**src/rtl/serial_bcd_xs3_codec.sv**
```systemverilog
// Bit-serial LSB-first BCD <-> Excess-3 converter with multi-digit word framing.
// Optional invalid-digit detection is enabled by defining SERIAL_BCD_XS3_ERR_EN.
module serial_bcd_xs3_codec #(
  parameter int unsigned DIGITS = 4
) (
  input  logic clk,
  input  logic reset,
  input  logic mode,
  input  logic b_valid,
  input  logic b_in,
  input  logic frame_clr,
  output logic b_out,
  output logic b_out_valid,
  output logic digit_done,
  output logic word_done,
  output logic digit_err
);

  localparam int unsigned DCNT_W = (DIGITS > 1) ? $clog2(DIGITS) : 1;
  localparam logic [DCNT_W-1:0] LAST_DIG = DCNT_W'(DIGITS - 1);

  logic [1:0]        bit_cnt;
  logic [DCNT_W-1:0] dig_cnt;
  logic              cb;
  logic              mode_q;

  logic first_c;
  logic last_c;
  logic mode_eff_c;
  logic k_c;
  logic cin_c;
  logic o_c;
  logic cb_next_c;
  logic err_c;

  // One serial full adder/subtractor against constant 4'b0011.
  always_comb begin
    first_c    = (bit_cnt == 2'd0);
    last_c     = (bit_cnt == 2'd3);
    mode_eff_c = first_c ? mode : mode_q;
    k_c        = ~bit_cnt[1];
    cin_c      = first_c ? 1'b0 : cb;
    o_c        = b_in ^ k_c ^ cin_c;
    if (mode_eff_c)
      cb_next_c = (~b_in & (k_c | cin_c)) | (k_c & cin_c);
    else
      cb_next_c = (b_in & k_c) | (cin_c & (b_in ^ k_c));
  end

`ifdef SERIAL_BCD_XS3_ERR_EN
  logic [2:0] shadow;
  logic [3:0] digit_val_c;

  // Legal BCD is 0..9; legal XS3 is 3..12.
  always_comb begin
    digit_val_c = {b_in, shadow};
    if (mode_q)
      err_c = (digit_val_c < 4'd3) || (digit_val_c > 4'd12);
    else
      err_c = (digit_val_c > 4'd9);
  end

  always_ff @(posedge clk or posedge reset) begin
    if (reset) begin
      shadow <= 3'b000;
    end else if (b_valid && !frame_clr) begin
      case (bit_cnt)
        2'd0:    shadow[0] <= b_in;
        2'd1:    shadow[1] <= b_in;
        2'd2:    shadow[2] <= b_in;
        default: shadow    <= shadow;
      endcase
    end
  end
`else
  always_comb err_c = 1'b0;
`endif

  // Position counters, carry/borrow and registered outputs.
  always_ff @(posedge clk or posedge reset) begin
    if (reset) begin
      bit_cnt     <= 2'd0;
      dig_cnt     <= '0;
      cb          <= 1'b0;
      mode_q      <= 1'b0;
      b_out       <= 1'b0;
      b_out_valid <= 1'b0;
      digit_done  <= 1'b0;
      word_done   <= 1'b0;
      digit_err   <= 1'b0;
    end else begin
      b_out_valid <= 1'b0;
      digit_done  <= 1'b0;
      word_done   <= 1'b0;
      digit_err   <= 1'b0;
      if (frame_clr) begin
        bit_cnt <= 2'd0;
        dig_cnt <= '0;
        cb      <= 1'b0;
        b_out   <= 1'b0;
      end else if (b_valid) begin
        b_out       <= o_c;
        b_out_valid <= 1'b1;
        digit_done  <= last_c;
        word_done   <= last_c && (dig_cnt == LAST_DIG);
        digit_err   <= last_c && err_c;
        cb          <= cb_next_c;
        bit_cnt     <= bit_cnt + 2'd1;
        if (first_c)
          mode_q <= mode;
        if (last_c)
          dig_cnt <= (dig_cnt == LAST_DIG) ? '0 : dig_cnt + DCNT_W'(1);
      end
    end
  end

endmodule

```
**config.mk**
```make
export PLATFORM = sky130hd
export DESIGN_NAME = serial_bcd_xs3_codec
export DESIGN_NICKNAME = d
export VERILOG_FILES = /design/src/rtl/serial_bcd_xs3_codec.sv
export SDC_FILE = /design/constraint.sdc
export NUM_CORES = 1
export LEC_CHECK = 0
export BUFFER_PORTS_ARGS = -buffer_cell sky130_fd_sc_hd__buf_2
export CELL_PAD_IN_SITES_DETAIL_PLACEMENT = 2
export CELL_PAD_IN_SITES_GLOBAL_PLACEMENT = 2
export CORE_ASPECT_RATIO = 0.8
export CORE_MARGIN = 2
export CORE_UTILIZATION = 30
export DETAILED_ROUTE_END_ITERATION = 8
export HOLD_SLACK_MARGIN = 0.05
export PLACE_DENSITY = 0.65
export SYNTH_ARGS = -nofsm -noshare
export SYNTH_HDL_FRONTEND = slang
export SYNTH_SLANG_ARGS = --single-unit
```
**constraint.sdc**
```tcl
create_clock -name clk -period 5.4 [get_ports clk]
set_clock_uncertainty 0.1 [all_clocks]
set_input_delay 0.27 -clock clk [delete_from_list [all_inputs] [get_ports clk]]
set_output_delay 0.27 -clock clk [all_outputs]
set_load 0.005 [all_outputs]
```
==> results of run 1 <==
power breakdown:
part	internal, uW	switching, uW
combinational	14.1	14.5
clock	25.6	23.0
sequential	80.0	4.48
what timing repair did:
action                                 CTS  global route
hold buffers                             1             0
endpoints found under the hold margin   10             0
setup buffers                            0             0
registers in the layout, summed over array words and instances (netlist names):
register and count:
b_out 1, b_out_valid 1, bit_cnt 2, cb 1
dig_cnt 2, digit_done 1, mode_q 1, word_done 1
per-stage QoR:
stage	hold WS (ns)	util	cell area [um^2]
2_1_floorplan	0.01018	-	554.3
3_3_place_gp	0.1689	0.3562	596.8
3_5_place_dp	0.1778	0.3562	596.8
4_1_cts	0.1998	0.3757	629.4
5_1_grt	0.2039	0.3757	629.4
6_report	0.1909	0.3757	629.4
cells in the final DEF, fill, tap and decap left out:
cell type,count
and3_1,1
a311o_1,1
xnor2_1,1
inv_1,6
nor2_1,6
nand3_1,1
buf_2,9
mux2i_4,1
dfrtp_1,10
a21oi_1,2
fa_1,2
conb_1,1
nand2b_1,1
dlygate4sd3_1,1
nor3b_1,1
mux2i_1,3
and2_2,1
clkbuf_4,3
nor2b_4,1
nand2_1,2
ha_1,3
nor3b_2,1
worst min-delay path by stage:
stage	startpoint	cells after the start	to
2_1_floorplan	reset	1	b_out
3_3_place_gp	reset	2	bit_cnt[0]
3_5_place_dp	reset	2	bit_cnt[0]
4_1_cts	frame_clr	2	bit_cnt[0]
5_1_grt	frame_clr	2	bit_cnt[0]
6_report	frame_clr	2	bit_cnt[0]
area by class of cell:
| cell class | instances | area (um^2) | area share |
|---|---|---|---|
| multi-input combinational | 29 | 251.5 | 0.3996 |
| sequential | 10 | 250.2 | 0.3976 |
| timing repair buffer | 10 | 55.05 | 0.08748 |
| tap | 22 | 27.53 | 0.04374 |
| clock buffer | 3 | 22.52 | 0.03579 |
| inverter | 6 | 22.52 | 0.03579 |
kinds of logic (layout without fill, tap and decap cells):
group / after synthesis / after routing / synth area share
AO/OA/AOI/OAI: 3 / 3 / 0.03612
flip-flops: 10 / 10 / 0.4515
multiplexers: 4 / 4 / 0.09481
AND/OR/NAND/NOR: 15 / 15 / 0.1603
other: 1 / 1 / 0.006766
adder cells (fa/ha/maj): 5 / 5 / 0.1400
XOR/XNOR: 1 / 1 / 0.01580
buffers and inverters: 9 / 19 / 0.09481
metal layers:
layer,vias to the layer above,share of wire
met3,2,0.043
met2,9,0.52
li1,170,-
met5,-,0
met1,187,0.42
met4,0,0.019
==> impl_metrics.json, run 1 <==
{
  "crit_buf_inv": 2,
  "report.final.slew_viol_count": 0,
  "cts_tree": "built",
  "rrSetupSlack_ns": 3.49,
  "antenna_found_initial": 0,
  "p_total_uw": 161.7,
  "cts_resized": 0,
  "async_flop_share": 1.000,
  "r2r_start": "bit_cnt[1]",
  "critPathSlowestCell": "fa_1",
  "gr-total-overflow": 0,
  "reg2reg_depth": 7,
  "fin_tns_setup_ns": 0,
  "ir_drop_uv": 121.2,
  "hp-class": "in -> reg",
  "clk_path_buf_depth": 2,
  "grt_start_max_net_pins": 11,
  "maxCapViolations": 0,
  "ys.flop_type": "dfrtp_1",
  "ant_nets": 0,
  "synth_cell_type_count": 21,
  "nNetsFinal": 71,
  "clk_pin_slew_ns": 0.06,
  "synthCells": 48,
  "syn_nets": 59,
  "setup_ws_ns": 3.487,
  "crit_path_end_kind": "register",
  "crit_required_ns": 5.45,
  "rows": 13,
  "slowest_delay_ns": 0.49,
  "status": "complete, no violations",
  "cpMostUsedCell": "inv_1",
  "cp.depth": 7,
  "synth.avg_cell_area_um2": 11.55,
  "startpoint": "bit_cnt[1]",
  "post-route-min-period_ns": 1.913,
  "syn2layout_area_growth_pct": 13.54,
  "die_area_um2": 2209,
  "min_period_over_period": 0.3543,
  "gp_congestion": 0.6404,
  "cts_root_buf": "clkbuf_4",
  "hold_violations": 0,
  "die_w_um": 52.06,
  "place_inst": 76,
  "grt_pass1_vias": 401,
  "core_area_um2": 1675,
  "r2r-end": "b_out",
  "power_leakage_uw": 0.0003292,
  "place_ws_ns": 3.453,
  "use_met3": 0.05357,
  "stdcell_count": 80,
  "yosys_warnings": 0,
  "critical-path-top-delay-family": "adder cells",
  "totalWireLength_um": 988,
  "p_per_area_nw_per_um2": 256.9,
  "synth_common_cells": "dfrtp_1 (10), inv_1 (6), nor2_1 (6)",
  "endpoint": "b_out",
  "cts_made_buffers": 3,
  "critical_path_peak_fanout": 5,
  "yosysTopAreaCellShare": 0.4515,
  "drive_above_1_share": 0.2759,
  "vias": 368,
  "rsz0062_at_grt": "false",
  "yosys_register_bits": 10,
  "crit_type": "reg -> reg",
  "synth_most_common_cell": "dfrtp_1",
  "dp_hpwl_um": 756.6,
  "synth_area_leader_cell": "dfrtp_1",
  "wl_per_cell_um": 12.35,
  "grt_util_met2": 0.1975,
  "viasPerCell": 4.600,
  "setup.worst_path.start_class": "register",
  "track_usage": 0.1170,
  "netlist_top_cells_area": "dfrtp_1 (45%), fa_1 (7.2%), ha_1 (6.8%)",
  "drc": 0,
  "max_freq_mhz": 522.6,
  "synth_seq_area_share": 0.4515,
  "htreeDepth": 1,
  "grt_pass1_wl_um": 1842,
  "io_buffers": 9,
  "top_usage_layer": "met2",
  "insertion_delay_ns": 0.26,
  "synth_edf_count": 0,
  "cp_cell_sequence": "inv_1 > ha_1 > nand2b_1 > fa_1 > inv_1 > mux2i_1 > nor2_1",
  "diodes": 0,
  "drt_iter0_markers": 6,
  "ios": 11,
  "cp.arrival_ns": 1.96,
  "die_h_um": 42.45,
  "start_util": 0.3308,
  "fillerInstances": 191,
  "setup_viol_count_final": 0,
  "synth.cell_area_um2": 554.3,
  "drt-pass1-iter-count": 2,
  "globalRouteMet1Util": 0.1314,
  "cts.sink_count": 10
}
Power figures use the tool's default switching activity.
==> run 2: changes to the inputs <==
--- a/config.mk
+++ b/config.mk
@@ -5,15 +5,16 @@
 export SDC_FILE = /design/constraint.sdc
 export NUM_CORES = 1
 export LEC_CHECK = 0
+export ABC_AREA = 1
 export BUFFER_PORTS_ARGS = -buffer_cell sky130_fd_sc_hd__buf_2
 export CELL_PAD_IN_SITES_DETAIL_PLACEMENT = 2
 export CELL_PAD_IN_SITES_GLOBAL_PLACEMENT = 2
 export CORE_ASPECT_RATIO = 0.8
 export CORE_MARGIN = 2
-export CORE_UTILIZATION = 30
+export CORE_UTILIZATION = 27
 export DETAILED_ROUTE_END_ITERATION = 8
 export HOLD_SLACK_MARGIN = 0.05
-export PLACE_DENSITY = 0.65
+export PLACE_DENSITY = 0.66
 export SYNTH_ARGS = -nofsm -noshare
 export SYNTH_HDL_FRONTEND = slang
 export SYNTH_SLANG_ARGS = --single-unit
==> constraint.sdc (replaced) <==
create_clock -name clk -period 1.6 [get_ports clk]
set_clock_uncertainty 0.1 [all_clocks]
set_input_delay 0.08 -clock clk [delete_from_list [all_inputs] [get_ports clk]]
set_output_delay 0.08 -clock clk [all_outputs]
set_load 0.005 [all_outputs]
==> impl_metrics.json, run 2 <==
{
  "whs_path_depth": 5,
  "internal-power_uw": 470.2,
  "synth_cell_type_count": 18,
  "async_flop_share": 1.000,
  "crit_path_end_kind": "register",
  "die_h_um": 44.25,
  "crit_required_ns": 1.67,
  "hold_end": "cb",
  "reg_top3": "bit_cnt (2), dig_cnt (2)",
  "grt_pass1_vias": 535,
  "r2r-end": "b_out",
  "dr_wl_met2_um": 899,
  "synth.cell_area_um2": 546.8,
  "cts.sink_count": 10,
  "viasPerCell": 4.311,
  "cts_root_buf": "clkbuf_4",
  "drt-pass1-iter-count": 2,
  "yosysTopAreaCellShare": 0.4577,
  "p_per_area_nw_per_um2": 827.3,
  "ys.flop_type": "dfrtp_1",
  "grt_pass1_wl_um": 2615,
  "p_comb_frac": 0.215,
  "netlist_top_cells_area": "dfrtp_1 (46%), nand2_1 (8.9%), inv_1 (7.6%)",
  "drc": 0,
  "synth_area_leader_cell": "dfrtp_1",
  "p_total_uw": 653.1,
  "max_freq_mhz": 641.9,
  "critical_path_peak_fanout": 3,
  "die_area_um2": 2403,
  "synthMuxAreaShare": 0,
  "wl_met1_um": 702,
  "synth_common_cells": "nand2_1 (13), inv_1 (11), dfrtp_1 (10)",
  "yosys_warnings": 0,
  "synthCells": 58,
  "dp_hpwl_um": 1059,
  "htreeDepth": 1,
  "p_switching_uw": 182.9,
  "yosys_register_bits": 10,
  "min_period_over_period": 0.9737,
  "start_util": 0.2890,
  "synth_top_family_by_area": "simple AND/OR/NAND/NOR gates",
  "rows": 14,
  "synth-xor-area-share": 0,
  "diodes": 0,
  "io_buffers": 9,
  "status": "complete, no violations",
  "ir_drop_uv": 513.1,
  "grt_start_max_net_pins": 11,
  "final_common_cell": "nand2_1",
  "synth_compound_area_frac": 0.07551,
  "power_leakage_uw": 0.0004159,
  "most-common-layout-cells": "nand2_1 (12), dfrtp_1 (10), inv_1 (9), buf_2 (9)",
  "core_area_um2": 1892,
  "cts_made_buffers": 3,
  "synth.avg_cell_area_um2": 9.427,
  "setup.worst_path.start_class": "register",
  "insertion_delay_ns": 0.27,
  "post-route-min-period_ns": 1.558,
  "antenna_found_initial": 0,
  "track_usage": 0.1654,
  "min_from": "mode",
  "report.final.slew_viol_count": 0,
  "crit_type": "reg -> reg",
  "p_clk_frac": 0.358,
  "cts_tree": "built",
  "reg2reg_depth": 6,
  "ios": 11,
  "vias": 457,
  "synth_edf_count": 0,
  "ant_nets": 0,
  "drt_iter0_markers": 2,
  "die_w_um": 54.31,
  "syn2layout_area_growth_pct": 44.39,
  "syn_nets": 69,
  "synth_seq_area_share": 0.4577,
  "seqPwrFrac": 0.427,
  "highest_layer": "met3",
  "synth_most_common_cell": "nand2_1",
  "stdcell_count": 106,
  "place_inst": 92,
  "maxCapViolations": 0,
  "gr-total-overflow": 0,
  "gp_congestion": 0.7071,
  "rrSetupSlack_ns": 0.04,
  "setup_viol_count_final": 0,
  "wl_per_cell_um": 15.73,
  "synthSimpleGateAreaFrac": 0.2151,
  "nNetsFinal": 94,
  "fillerInstances": 211,
  "p_sw_frac": 0.2800,
  "synthAdderAreaFrac": 0.1419,
  "hp-class": "in -> reg",
  "routed-wl-met3_um": 65,
  "cp.arrival_ns": 1.62,
  "r2r_start": "bit_cnt[1]",
  "drive_above_1_share": 0.4146,
  "clk_pin_slew_ns": 0.07,
  "hold_violations": 0,
  "totalWireLength_um": 1667,
  "clk_path_buf_depth": 2
}
-- run 2: power by group through the flow --
stage          registers, uW  logic [uW]  clock network [uW]
6_report                 279         141                 234
5_1_grt                  281         159                 258
4_1_cts                  278         115                 239
3_5_place_dp             282        96.9                   0
3_3_place_gp             281        90.3                   0
2_1_floorplan            282        56.8                   0
-- run 2: worst max-delay path: stages (launching register included) --
cell	delay, ns
dfrtp_1	0.35
inv_1	0.07
ha_4	0.17
inv_2	0.08
nand2_4	0.07
fa_2	0.55
o21ai_2	0.06
-- run 2: layout make-up --
class | instances | area (um^2) | share of cell area
timing repair buffer | 21 | 157.7 | 0.1997
inverter | 13 | 48.80 | 0.06181
clock buffer | 4 | 36.28 | 0.04596
tap | 24 | 30.03 | 0.03803
sequential | 10 | 250.2 | 0.3170
multi-input combinational | 34 | 266.5 | 0.3376
-- run 2: how the worst max path moves through the flow --
stage | start | endpoint | slack, ns | depth (start not counted)
finish | bit_cnt[1] | b_out | 0.04 | 6
detailed placement | bit_cnt[0] | cb | -0.05 | 8
floorplan | bit_cnt[1] | b_out | 0.001 | 6
global route | bit_cnt[1] | cb | -0.001 | 8
global placement | bit_cnt[0] | cb | 0.06 | 8
CTS | bit_cnt[0] | b_out | 0.005 | 6
-- run 2: cells by family (layout without fill, tap and decap cells) --
| logic type | after synthesis | in the layout |
|---|---|---|
| DFF | 10 | 10 |
| adders and majority gates | 5 | 5 |
| AOI/OAI and AO/OA | 6 | 6 |
| buffers and inverters | 14 | 38 |
| and+or+nand+nor | 22 | 22 |
| other | 1 | 1 |
-- run 2: per-layer routing --
metal,vias to the layer above,global-route usage
met5,-,0
met4,0,0.03000
met3,0,0.07095
met2,8,0.2940
met1,229,0.1835
li1,220,-
-- run 2: what timing repair did --
item | 4_1_cts | 5_1_grt
endpoints found under the hold margin | 14 | 0
endpoints found under the setup margin | 2 | 7
gates resized for setup | 3 | 9
pin swaps | 0 | 2
hold buffers | 7 | 0
buffers inserted | 0 | 3
-- run 2: stage by stage --
stage	setup TNS, ns	hold WS (ns)	area, um^2	utilization	setup WS [ns]
4_1_cts	0	0.08994	738.2	0.3902	0.005366
3_3_place_gp	0	-0.01715	629.4	0.3327	0.05763
2_1_floorplan	0	-0.1798	546.8	-	0.001498
3_5_place_dp	-0.08661	-0.01054	629.4	0.3327	-0.04687
5_1_grt	-0.001270	0.1505	789.5	0.4173	-0.001270
6_report	0	0.08990	789.5	0.4173	0.04203
==> run 3: changes to the inputs <==
--- a/config.mk
+++ b/config.mk
@@ -11,10 +11,11 @@
 export CELL_PAD_IN_SITES_GLOBAL_PLACEMENT = 2
 export CORE_ASPECT_RATIO = 0.8
 export CORE_MARGIN = 2
-export CORE_UTILIZATION = 27
+export CORE_UTILIZATION = 30
+export CTS_BUF_LIST = sky130_fd_sc_hd__clkbuf_8
 export DETAILED_ROUTE_END_ITERATION = 8
 export HOLD_SLACK_MARGIN = 0.05
-export PLACE_DENSITY = 0.66
+export PLACE_DENSITY = 0.72
 export SYNTH_ARGS = -nofsm -noshare
 export SYNTH_HDL_FRONTEND = slang
 export SYNTH_SLANG_ARGS = --single-unit
==> constraint.sdc (replaced) <==
create_clock -name clk -period 1.25 [get_ports clk]
set_clock_uncertainty 0.1 [all_clocks]
set_input_delay 0.0625 -clock clk [delete_from_list [all_inputs] [get_ports clk]]
set_output_delay 0.0625 -clock clk [all_outputs]
set_load 0.005 [all_outputs]
==> impl_metrics.json, run 3 (synthesized netlist as in run 2, its figures left out) <==
{
  "totalWireLength_um": 1726,
  "crit_buf_inv": 2,
  "cp.arrival_ns": 1.53,
  "crit_required_ns": 1.27,
  "rrSetupSlack_ns": -0.26,
  "drive_above_1_share": 0.5500,
  "multi_input_area_um2": 319.1,
  "hp-class": "in -> reg",
  "ir_drop_uv": 754.7,
  "critPathSlowestCell": "fa_2",
  "crit_path_end_kind": "register",
  "critical_path_peak_fanout": 2,
  "nNetsFinal": 92,
  "stdcell_count": 102,
  "die_area_um2": 2182,
  "fin_util": 0.5034,
  "min_period_over_period": 1.204,
  "insertion_delay_ns": 0.24,
  "drt_iter0_markers": 1,
  "setup.worst_path.start_class": "register",
  "clk_path_buf_depth": 2,
  "grt_pass1_vias": 536,
  "clk_pin_slew_ns": 0.05,
  "syn2layout_area_growth_pct": 54.23,
  "min_from": "b_valid",
  "hold_end": "b_out_valid",
  "startpoint": "bit_cnt[0]",
  "hold_violations": 0,
  "gp_congestion": 0.7155,
  "failed_checks": "setup timing",
  "grt_pass1_wl_um": 2663,
  "crit_type": "reg -> reg",
  "p_per_area_nw_per_um2": 1151,
  "fin_hold_ws_ns": 0.05921,
  "slowest_delay_ns": 0.53,
  "wl_per_cell_um": 16.92,
  "whs_path_depth": 3,
  "p_total_uw": 971.0,
  "maxCapViolations": 0,
  "grt_start_max_net_pins": 11,
  "viasPerCell": 4.412,
  "gr-total-overflow": 0,
  "critical-path-top-delay-family": "adder cells",
  "reg_top3": "bit_cnt (2), dig_cnt (2)",
  "setup_viol_count_final": 2,
  "start_util": 0.3264,
  "fin_tns_setup_ns": -0.4647,
  "drt-pass1-iter-count": 5,
  "ant_nets": 0,
  "max_freq_mhz": 664.4,
  "setup_ws_ns": -0.2550,
  "rows": 13,
  "core_area_um2": 1675,
  "cts_root_buf": "clkbuf_8",
  "reg2reg_depth": 6,
  "final_common_cell": "nand2_1",
  "post-route-min-period_ns": 1.505,
  "htreeDepth": 1,
  "die_h_um": 42.19,
  "die_w_um": 51.73,
  "cp.depth": 6,
  "report.final.slew_viol_count": 0,
  "antenna_found_initial": 0,
  "track_usage": 0.1800,
  "seqCellArea_um2": 251.5,
  "cts_made_buffers": 3,
  "cts_tree": "built",
  "rsz0062_at_grt": "true",
  "status": "finished, violations left",
  "cp_cell_sequence": "inv_2 > ha_4 > inv_4 > nand2_4 > fa_2 > o21ai_1",
  "vias": 450,
  "r2r_start": "bit_cnt[0]",
  "drc": 0,
  "most-common-layout-cells": "nand2_1 (10), dfrtp_1 (9), buf_2 (9)",
  "dp_hpwl_um": 1025,
  "power_leakage_uw": 0.0004178,
  "r2r-end": "b_out",
  "ios": 11,
  "place_inst": 92,
  "fillerInstances": 187,
  "diodes": 0,
  "cts.sink_count": 10,
  "io_buffers": 9
}
[run 3: worst max path at each step]
stage | to | slack (ns)
3_3_place_gp | b_out | -0.21
5_1_grt | b_out | -0.29
6_report | b_out | -0.26
3_5_place_dp | b_out | -0.25
4_1_cts | b_out | -0.22
2_1_floorplan | b_out | -0.28
[run 3: layout make-up]
class                           count  area share
Multi-Input combinational cell     34      0.3783
Inverter                           13     0.06380
Timing Repair Buffer               19      0.1617
Tap cell                           22     0.03264
Sequential cell                    10      0.2982
Clock buffer                        4     0.06528
[run 3: through the flow]
stage | area, um^2 | worst slack (ns)
6_report | 843.3 | -0.2550
5_1_grt | 843.3 | -0.2927
4_1_cts | 800.8 | -0.2244
3_5_place_dp | 663.1 | -0.2502
3_3_place_gp | 663.1 | -0.2086
2_1_floorplan | 568.0 | -0.2800
[run 3: where the power goes]
part / internal [uW] / switching [uW] / total, uW
logic: 90.7 / 118 / 209
registers: 345 / 13.9 / 359
clock network: 277 / 126 / 403
total: 712 / 259 / 971
[run 3: timing repair]
item | 4_1_cts | 5_1_grt
endpoints found under the hold margin | 12 | 0
gates resized for setup | 9 | 9
pin swaps | 5 | 2
hold buffers | 5 | 0
gates cloned | 0 | 0
setup endpoints to repair | 4 | 5
setup buffers | 1 | 1
[run 3: metal layers]
layer	track usage	part of all wire	vias to the layer above
li1	-	-	222
met1	0.1850	0.41	218
met2	0.3256	0.55	8
met3	0.08929	0.031	2
met4	0.03684	0.0064	0
met5	0	0	-
[run 3: worst min-delay path, stage by stage]
cell and delay (ns):
buf_2 0.13, nand2_4 0.09, inv_2 0.07
